`src/rtl/sram_arbiter.sv`:
```
// -----------------------------------------------------------------------------
// sram_arbiter
//   Shares one external SRAM controller between two bus masters: m0 (SoC bus)
//   and m1 (DMA / video fetch). Each master uses a req/ack handshake and only
//   one SRAM access is in flight at a time. A watchdog aborts an access whose
//   controller ready never arrives, returning err=1 and all-ones read data.
//
//   Build option: define SRAM_ARB_RR_EN for round-robin tie breaking.
//   Without it, m0 always wins a tie (m1 may starve under continuous m0 load).
//
// Parameters
//   AW       address width (masters and SRAM)
//   DW       data width (masters and SRAM)
//   TIMEOUT  max cycles in BUSY before abort; 0 disables the watchdog
//
// Ports
//   clk, reset_n                      clock, synchronous active-low reset
//   m0_req/we/addr/wdata              master 0 request (held until ack)
//   m0_ack/err/rdata                  master 0 completion pulse, abort flag, read data
//   m1_req/we/addr/wdata              master 1 request (held until ack)
//   m1_ack/err/rdata                  master 1 completion pulse, abort flag, read data
//   sram_read, sram_write             access strobes, high for the whole access
//   sram_address, sram_data_write     latched address / write data
//   sram_data_read, sram_ready        controller read data and completion
//   busy                              high while BUSY or RECOVER
//   owner                             master owning the current / last access
// -----------------------------------------------------------------------------
module sram_arbiter #(
   parameter int AW      = 18,
   parameter int DW      = 16,
   parameter int TIMEOUT = 64
) (
   input  logic          clk,
   input  logic          reset_n,
   input  logic          m0_req,
   input  logic          m0_we,
   input  logic [AW-1:0] m0_addr,
   input  logic [DW-1:0] m0_wdata,
   output logic          m0_ack,
   output logic          m0_err,
   output logic [DW-1:0] m0_rdata,
   input  logic          m1_req,
   input  logic          m1_we,
   input  logic [AW-1:0] m1_addr,
   input  logic [DW-1:0] m1_wdata,
   output logic          m1_ack,
   output logic          m1_err,
   output logic [DW-1:0] m1_rdata,
   output logic          sram_read,
   output logic          sram_write,
   output logic [AW-1:0] sram_address,
   output logic [DW-1:0] sram_data_write,
   input  logic [DW-1:0] sram_data_read,
   input  logic          sram_ready,
   output logic          busy,
   output logic          owner
);

   localparam int WDW = (TIMEOUT > 0) ? $clog2(TIMEOUT + 1) : 1;
   localparam logic [WDW-1:0] WD_LAST = (TIMEOUT > 0) ? WDW'(TIMEOUT - 1) : {WDW{1'b0}};

   typedef enum logic [1:0] {
      ST_IDLE    = 2'd0,
      ST_BUSY    = 2'd1,
      ST_RECOVER = 2'd2
   } state_t;

   state_t          state_r, state_s;
   logic [WDW-1:0]  wdog_r, wdog_s;
   logic            last_grant_r, last_grant_s;
   logic            owner_r, owner_s;
   logic            busy_r, busy_s;
   logic            sram_read_r, sram_read_s;
   logic            sram_write_r, sram_write_s;
   logic [AW-1:0]   sram_address_r, sram_address_s;
   logic [DW-1:0]   sram_data_write_r, sram_data_write_s;
   logic            m0_ack_r, m0_ack_s, m1_ack_r, m1_ack_s;
   logic            m0_err_r, m0_err_s, m1_err_r, m1_err_s;
   logic [DW-1:0]   m0_rdata_r, m0_rdata_s, m1_rdata_r, m1_rdata_s;
   logic            winner_s;
   logic            sel_we_s;
   logic            wdog_hit_s;

   // Arbitration: pick which master gets the next access when any req is up.
   always_comb begin
      winner_s = 1'b0;
`ifdef SRAM_ARB_RR_EN
      if (m0_req && m1_req) begin
         winner_s = ~last_grant_r;
      end else begin
         winner_s = ~m0_req;
      end
`else
      winner_s = ~m0_req;
`endif
   end

   // Watchdog expiry; ready in the same cycle takes precedence in the FSM.
   always_comb begin
      wdog_hit_s = 1'b0;
      if (TIMEOUT != 0) begin
         wdog_hit_s = (wdog_r == WD_LAST);
      end else begin
         wdog_hit_s = 1'b0;
      end
   end

   // Next-state and next-output logic; every register holds unless changed.
   always_comb begin
      state_s           = state_r;
      wdog_s            = wdog_r;
      last_grant_s      = last_grant_r;
      owner_s           = owner_r;
      busy_s            = busy_r;
      sram_read_s       = sram_read_r;
      sram_write_s      = sram_write_r;
      sram_address_s    = sram_address_r;
      sram_data_write_s = sram_data_write_r;
      m0_ack_s          = m0_ack_r;
      m1_ack_s          = m1_ack_r;
      m0_err_s          = m0_err_r;
      m1_err_s          = m1_err_r;
      m0_rdata_s        = m0_rdata_r;
      m1_rdata_s        = m1_rdata_r;
      sel_we_s          = winner_s ? m1_we : m0_we;

      case (state_r)
         ST_IDLE: begin
            if (m0_req || m1_req) begin
               sram_address_s    = winner_s ? m1_addr : m0_addr;
               sram_data_write_s = winner_s ? m1_wdata : m0_wdata;
               sram_write_s      = sel_we_s;
               sram_read_s       = ~sel_we_s;
               owner_s           = winner_s;
               last_grant_s      = winner_s;
               wdog_s            = {WDW{1'b0}};
               busy_s            = 1'b1;
               state_s           = ST_BUSY;
            end else begin
               state_s = ST_IDLE;
            end
         end

         ST_BUSY: begin
            wdog_s = wdog_r + 1'b1;
            if (sram_ready) begin
               sram_read_s  = 1'b0;
               sram_write_s = 1'b0;
               state_s      = ST_RECOVER;
               if (owner_r) begin
                  m1_ack_s = 1'b1;
                  m1_err_s = 1'b0;
                  if (sram_read_r) begin
                     m1_rdata_s = sram_data_read;
                  end else begin
                     m1_rdata_s = m1_rdata_r;
                  end
               end else begin
                  m0_ack_s = 1'b1;
                  m0_err_s = 1'b0;
                  if (sram_read_r) begin
                     m0_rdata_s = sram_data_read;
                  end else begin
                     m0_rdata_s = m0_rdata_r;
                  end
               end
            end else if (wdog_hit_s) begin
               sram_read_s  = 1'b0;
               sram_write_s = 1'b0;
               state_s      = ST_RECOVER;
               if (owner_r) begin
                  m1_ack_s   = 1'b1;
                  m1_err_s   = 1'b1;
                  m1_rdata_s = {DW{1'b1}};
               end else begin
                  m0_ack_s   = 1'b1;
                  m0_err_s   = 1'b1;
                  m0_rdata_s = {DW{1'b1}};
               end
            end else begin
               state_s = ST_BUSY;
            end
         end

         // One gap cycle so a registered master can drop req after its ack.
         ST_RECOVER: begin
            m0_ack_s = 1'b0;
            m1_ack_s = 1'b0;
            m0_err_s = 1'b0;
            m1_err_s = 1'b0;
            busy_s   = 1'b0;
            state_s  = ST_IDLE;
         end

         default: begin
            sram_read_s  = 1'b0;
            sram_write_s = 1'b0;
            m0_ack_s     = 1'b0;
            m1_ack_s     = 1'b0;
            busy_s       = 1'b0;
            state_s      = ST_IDLE;
         end
      endcase
   end

   // State and output registers with synchronous active-low reset.
   always_ff @(posedge clk) begin
      if (!reset_n) begin
         state_r           <= ST_IDLE;
         wdog_r            <= {WDW{1'b0}};
         last_grant_r      <= 1'b1;
         owner_r           <= 1'b0;
         busy_r            <= 1'b0;
         sram_read_r       <= 1'b0;
         sram_write_r      <= 1'b0;
         sram_address_r    <= {AW{1'b0}};
         sram_data_write_r <= {DW{1'b0}};
         m0_ack_r          <= 1'b0;
         m1_ack_r          <= 1'b0;
         m0_err_r          <= 1'b0;
         m1_err_r          <= 1'b0;
         m0_rdata_r        <= {DW{1'b0}};
         m1_rdata_r        <= {DW{1'b0}};
      end else begin
         state_r           <= state_s;
         wdog_r            <= wdog_s;
         last_grant_r      <= last_grant_s;
         owner_r           <= owner_s;
         busy_r            <= busy_s;
         sram_read_r       <= sram_read_s;
         sram_write_r      <= sram_write_s;
         sram_address_r    <= sram_address_s;
         sram_data_write_r <= sram_data_write_s;
         m0_ack_r          <= m0_ack_s;
         m1_ack_r          <= m1_ack_s;
         m0_err_r          <= m0_err_s;
         m1_err_r          <= m1_err_s;
         m0_rdata_r        <= m0_rdata_s;
         m1_rdata_r        <= m1_rdata_s;
      end
   end

   assign m0_ack          = m0_ack_r;
   assign m1_ack          = m1_ack_r;
   assign m0_err          = m0_err_r;
   assign m1_err          = m1_err_r;
   assign m0_rdata        = m0_rdata_r;
   assign m1_rdata        = m1_rdata_r;
   assign sram_read       = sram_read_r;
   assign sram_write      = sram_write_r;
   assign sram_address    = sram_address_r;
   assign sram_data_write = sram_data_write_r;
   assign busy            = busy_r;
   assign owner           = owner_r;

endmodule

```
`config.mk`:
```
export PLATFORM = sky130hd
export DESIGN_NAME = sram_arbiter
export DESIGN_NICKNAME = d
export VERILOG_FILES = /design/src/rtl/sram_arbiter.sv
export SDC_FILE = /design/constraint.sdc
export NUM_CORES = 1
export LEC_CHECK = 0
export CAP_MARGIN = 10
export CORE_UTILIZATION = 27
export DETAILED_ROUTE_END_ITERATION = 12
export HOLD_SLACK_MARGIN = 0.02
export PLACE_DENSITY_LB_ADDON = 0.08
export SYNTH_ARGS = -nofsm -noshare
export SYNTH_HDL_FRONTEND = slang
export SYNTH_SLANG_ARGS = --single-unit
```
`constraint.sdc`:
```
create_clock -name clk -period 2.25 [get_ports clk]
set_input_delay 0.45 -clock clk [delete_from_list [all_inputs] [get_ports clk]]
set_output_delay 0.45 -clock clk [all_outputs]
set_load 0.005 [all_outputs]
```
== Word-level counts from Yosys, hierarchy flattened ==
Cells that the tools add are included.

* Add/subtract/negate cells: 1
* Multipliers: 0
* Divide/modulo/power cells: 0
* Order comparisons: 0
* Equality and inequality tests: 8
* Shifts and indexed selects: 0
* Mux-type cells: 44
* Bitwise logic cells: 6
* Reduce and logical (&&, ||, !) cells: 14

{| class="wikitable"
|+ Operator list
! cell !! number
|-
| $mux 16 || 10
|-
| $mux 1 || 21
|-
| $mux 18 || 1
|-
| $pmux 7 s2 || 1
|-
| $pmux 1 s2 || 5
|-
| $reduce_and 3->1 || 3
|-
| $reduce_and 2->1 || 4
|-
| $reduce_and 4->1 || 2
|-
| $add 7x1->7 const B || 1
|-
| $eq 7x6->1 const B || 1
|-
| $mux 7 || 1
|-
| $ne 2x2->1 const B || 3
|-
| $not 1->1 || 6
|-
| $pmux 1 s3 || 2
|-
| $reduce_bool 2->1 || 3
|-
| $mux 2 || 2
|-
| $pmux 2 s2 || 1
|-
| $ne 3x3->1 const B || 1
|-
| $eq 2x1->1 const B || 1
|-
| $eq 2x2->1 const B || 1
|-
| $logic_not 2->1 || 1
|-
| $ne 2x1->1 const B || 1
|-
| $logic_or 1x1->1 || 1
|}

* Flip-flop bits (word level): 83
* Bits in latches: 0
* Bits in writable memories: 0
* ROM bits: 0
* Bits of input ports: 91
* Output and inout port bits: 74
* Memories kept: 0

== Logic depth before layout (Yosys ltp) ==
* Word-level depth: 4
* Depth in mapped cells: 6
* Depth with buffers taken out: 4

== Worst setup path after synthesis ==
OpenSTA, ideal clock, no wires.

* Path type: register -> register
* Start point: register wdog_r[0]
* End point: register m1_rdata_r[13] (netlist: m1_rdata[13])
* Arrival time: 1558 ps
* Data required time: 2190 ps
* Setup slack: 632 ps
* Stages on the path, launching flop included: 6
* Path buffers: 1
* Clock period less this slack: 1618 ps
* Cells stage by stage: dfxtp_1 ha_1 nand4_1 nor4_4 buf_4 o311a_1

* Longest elaborated chain between the ends: 3

{| class="wikitable"
|+ RTL lines
! element !! RTL line !! source
|-
| from (decl) || 69 || <nowiki>logic [WDW-1:0] wdog_r, wdog_s;</nowiki>
|-
| from (signal assigned) || 210 || <nowiki>wdog_r <= {WDW{1'b0}};</nowiki>
|-
| from (signal assigned) || 226 || <nowiki>wdog_r <= wdog_s;</nowiki>
|-
| $eq 7x6->1 || 102 || <nowiki>wdog_hit_s = (wdog_r == WD_LAST);</nowiki>
|-
| $reduce_bool 2->1 (no source line) || n/a ||
|-
| $reduce_and 4->1 (no source line) || n/a ||
|-
| to (signal assigned) || 223 || <nowiki>m1_rdata_r <= {DW{1'b0}};</nowiki>
|-
| to (signal assigned) || 239 || <nowiki>m1_rdata_r <= m1_rdata_s;</nowiki>
|-
| to (decl) || 79 || <nowiki>logic [DW-1:0] m0_rdata_r, m0_rdata_s, m1_rdata_r, m1_rdata_s;</nowiki>
|}

No other way between the ends.
A chain may end at the register's enable or synchronous reset.

== Final worst setup path ==
* Start point: register wdog_r[0]
* End point: register m0_rdata_r[1] (netlist: m0_rdata[1])

* Longest elaborated chain between the ends: 3

{| class="wikitable"
|+ RTL lines
! element !! RTL line !! source
|-
| $eq 7x6->1 || 102 ||
|-
| $reduce_bool 2->1 (no source line) || n/a ||
|-
| $reduce_and 4->1 (no source line) || n/a ||
|-
| to (signal assigned) || 222 || <nowiki>m0_rdata_r <= {DW{1'b0}};</nowiki>
|-
| to (signal assigned) || 238 || <nowiki>m0_rdata_r <= m0_rdata_s;</nowiki>
|-
| to (decl) || 79 ||
|}

No other way between the ends.

==> summary.txt <==
Run status
  – Status: complete, no violations

Clocking
  – H-tree levels: 3
  – CTS root buf: clkbuf_16
  – CTS tree: built
  – Post_cts resized: 0
  – Clk slew on worst S/H paths: 0.06 ns
  – Num CTS Buffers: 9
  – Clk_lat worst skew: 0.33 ns
  – Clock Path Buffers: 2
  – CTS sink cnt: 83

GRT
  – First-pass GRT wire length: 18.23 mm
  – Total congestion overflow: 0
  – Largest net degree at the start of global routing: 38
  – Antenna violations before repair: 0
  – Total track usage: 16.41%
  – Vias in the first global route: 3488

Pwr
  – Leakage power: 2.244 nW
  – Maximum VDD drop: 0.0002971 V
  – Total power density per cell area: 659.6 nW/um^2

Logic synthesis
  – Leading area contributor after synthesis: dfxtp_1
  – Synth Flop Type: dfxtp_1
  – Async set-reset flop share out of synthesis: 0%
  – Synth Cell Area: 3687 um^2
  – Synthesized area per cell: 10.05 um^2
  – Synth top area share: 45.06%
  – Syn Inst Count: 367
  – Post-synthesis cell type count: 44
  – Yosys reg bits: 83
  – Register area share after synthesis: 45.06%
  – Top cells by count, synth: 83 x dfxtp_1, 40 x a21oi_1, 39 x a211oi_1, 34 x mux2i_1, 27 x or3_1
  – Yosys Warn Count: 0
  – Mapped Nets: 459
  – Largest cells by area after synthesis: dfxtp_1 45%, mux2i_1 9.2%, a211oi_1 7.9%
  – Number of flops mapped to enable cells by yosys: 0
  – Most instantiated library cell after synthesis: dfxtp_1

Route
  – Router iterations before antenna repair: 4
  – Vias per std cell: 5.107
  – Post-route ant nets: 0
  – Starting DRT DRC Count: 206
  – Routed wire per std cell: 16.49 um
  – DRC Markers: 0
  – Total Wirelength: 11.59 mm
  – Via count: 3590

Worst setup path
  – Max FO, Critical Path: 16
  – Worst R2R Setup Slack: 0.13 ns
  – Slowest-stage cell, CP: nor4_4
  – CP startpoint kind: register
  – Largest delay contributor family on the critical path: simple AND/OR/NAND/NOR gates
  – Arrival time worst endpoint: 2.40 ns
  – CP Data Required Time: 2.53 ns
  – Critical path, cell by cell: ha_1 > nand4_1 > nor4_4 > o311a_2
  – Cells on worst reg2reg path: 4
  – Reg2reg start: wdog_r[0]$_SDFFE_PN0P_
  – CP peak stage delay: 0.84 ns
  – WS Path Type: reg2reg
  – Worst R2R End: m0_rdata[1]$_SDFFE_PN0P_
  – CP Buf/Inv Count: 0
  – Crit end category: register

Min path
  – Hold Path Depth: 2
  – Worst hold path type: in2reg
  – Worst Hold Endpoint: owner$_SDFFE_PN0N_
  – Hold Startpoint: m0_req

Finish
  – Layout cell share with drive strength beyond 1: 10.06%
  – Final non-filler cell total: 703
  – Diode count: 0
  – Fin nets: 614
  – Layout Utilization: 43.69%
  – Syn-to-layout area delta: 57.55%

Floorplanning
  – Die area: 14130 um^2
  – Die Y: 118.9 um
  – Rows: 42
  – I/O pin total: 165
  – Initial core utilization: 27.73%
  – Core area: 13300 um^2
  – Die Width: 118.9 um

Place
  – RePlAce Congestion: 0.7068
  – PortBufs: 164
  – # placed instances: 685
  – DP HPWL: 8.207 mm

Flow run
  – Number of max-cap violations: 0

STA
  – Final critical-path required period: 2.119 ns
  – Finish-stage setup viols: 0
  – Rel. slew slack: 39.73%
  – Final Hold Viols: 0
  – Slew Viols, Final: 0
  – Worst slew pin tran: 0.8973 ns
  – Final Cycle Share: 94.20%
  – Skew final: 0.004532 ns
  – Max Clk Rate: 471.8 MHz
  – RSZ-0062 raised after global routing: false
## area by class of cell
type | instances | area [um^2]
clock inverter | 2 | 10.01
tap | 176 | 220.2
timing repair buffer | 181 | 1802
clock buffer | 14 | 264.0
multi-input combinational | 245 | 1844
sequential | 83 | 1662
fill | 1314 | 7486
inverter | 2 | 7.507
## metal layers
| metal | track usage [%] | vias to the layer above | share of wire, % |
|---|---|---|---|
| li1 | - | 1746 | - |
| met1 | 20.26 | 1691 | 45 |
| met2 | 25.95 | 135 | 45 |
| met3 | 5.268 | 18 | 8.4 |
| met4 | 7.437 | 0 | 2.1 |
| met5 | 0 | - | 0 |
## registers in the layout (all words and copies together) (netlist names)
name and flops:
owner 1, m0_ack 1, sram_write 1, m1_err 1, sram_read 1, wdog_r 7
busy 1, state_r 2, m0_err 1, m1_ack 1, m0_rdata 16, sram_address 18
sram_data_write 16, m1_rdata 16
## through the flow
stage               total power, W  setup WS [ns]  instance area, um^2  hold slack, ns  setup TNS (ns)
finish                    0.003832         0.1305                 5809          0.4496               0
global placement          0.002503       -0.01595                 5508          0.4392         -0.2074
floorplan                 0.002018         0.6318                 3687          0.4487               0
CTS                       0.003897        0.07821                 5782          0.4390               0
detailed placement        0.002508       -0.04451                 5508          0.4517         -0.3574
global route              0.004026        0.01780                 5809          0.4916               0
## placed cells by master, fill, tap and decap left out, drive strengths merged, types with 4 or more instances in the layout
master,n
or3,33
nand2,7
o21ai,4
nor2,8
a21oi,40
buf,18
o311a,32
clkdlybuf4s50,163
mux2i,34
dfxtp,83
a211oi,39
clkbuf,14
nor2b,5
## where the power goes
part / total, W / switching, W / internal [W]
Sequential: 0.00164 / 0.0000625 / 0.00158
Combinational: 0.000828 / 0.000359 / 0.000468
Clock: 0.00136 / 0.000557 / 0.000806
Total: 0.00383 / 0.000979 / 0.00285
## repair_timing
| item | in CTS | in global routing |
|---|---|---|
| endpoints found under the setup margin | 0 | 16 |
| hold buffers | 0 | 0 |
| setup buffers | 0 | 1 |
## how the worst max path moves through the flow
stage,from,endpoint,slack (ns),cells after the start
after global placement,sram_ready,m1_rdata[6]$_SDFFE_PN0P_,-0.02,4
after CTS,wdog_r[0]$_SDFFE_PN0P_,m1_rdata[9]$_SDFFE_PN0P_,0.08,4
after floorplan,wdog_r[0]$_SDFFE_PN0P_,m1_rdata[13]$_SDFFE_PN0P_,0.63,5
after detailed placement,sram_ready,m1_rdata[9]$_SDFFE_PN0P_,-0.04,4
final,wdog_r[0]$_SDFFE_PN0P_,m0_rdata[1]$_SDFFE_PN0P_,0.13,4
after global routing,wdog_r[0]$_SDFFE_PN0P_,m0_rdata[4]$_SDFFE_PN0P_,0.02,4
## kinds of logic (layout without fill, tap and decap cells)
| logic type | count (synthesis) | in the layout | share of synthesized area [%] |
|---|---|---|---|
| and+or+nand+nor | 76 | 76 | 13.54 |
| DFF | 83 | 83 | 45.06 |
| AOI/OAI and AO/OA | 134 | 134 | 26.91 |
| adders and majority gates | 1 | 1 | 0.3393 |
| buffers and inverters | 39 | 199 | 4.920 |
| muxes | 34 | 34 | 9.230 |
Power figures use the tool's default switching activity.
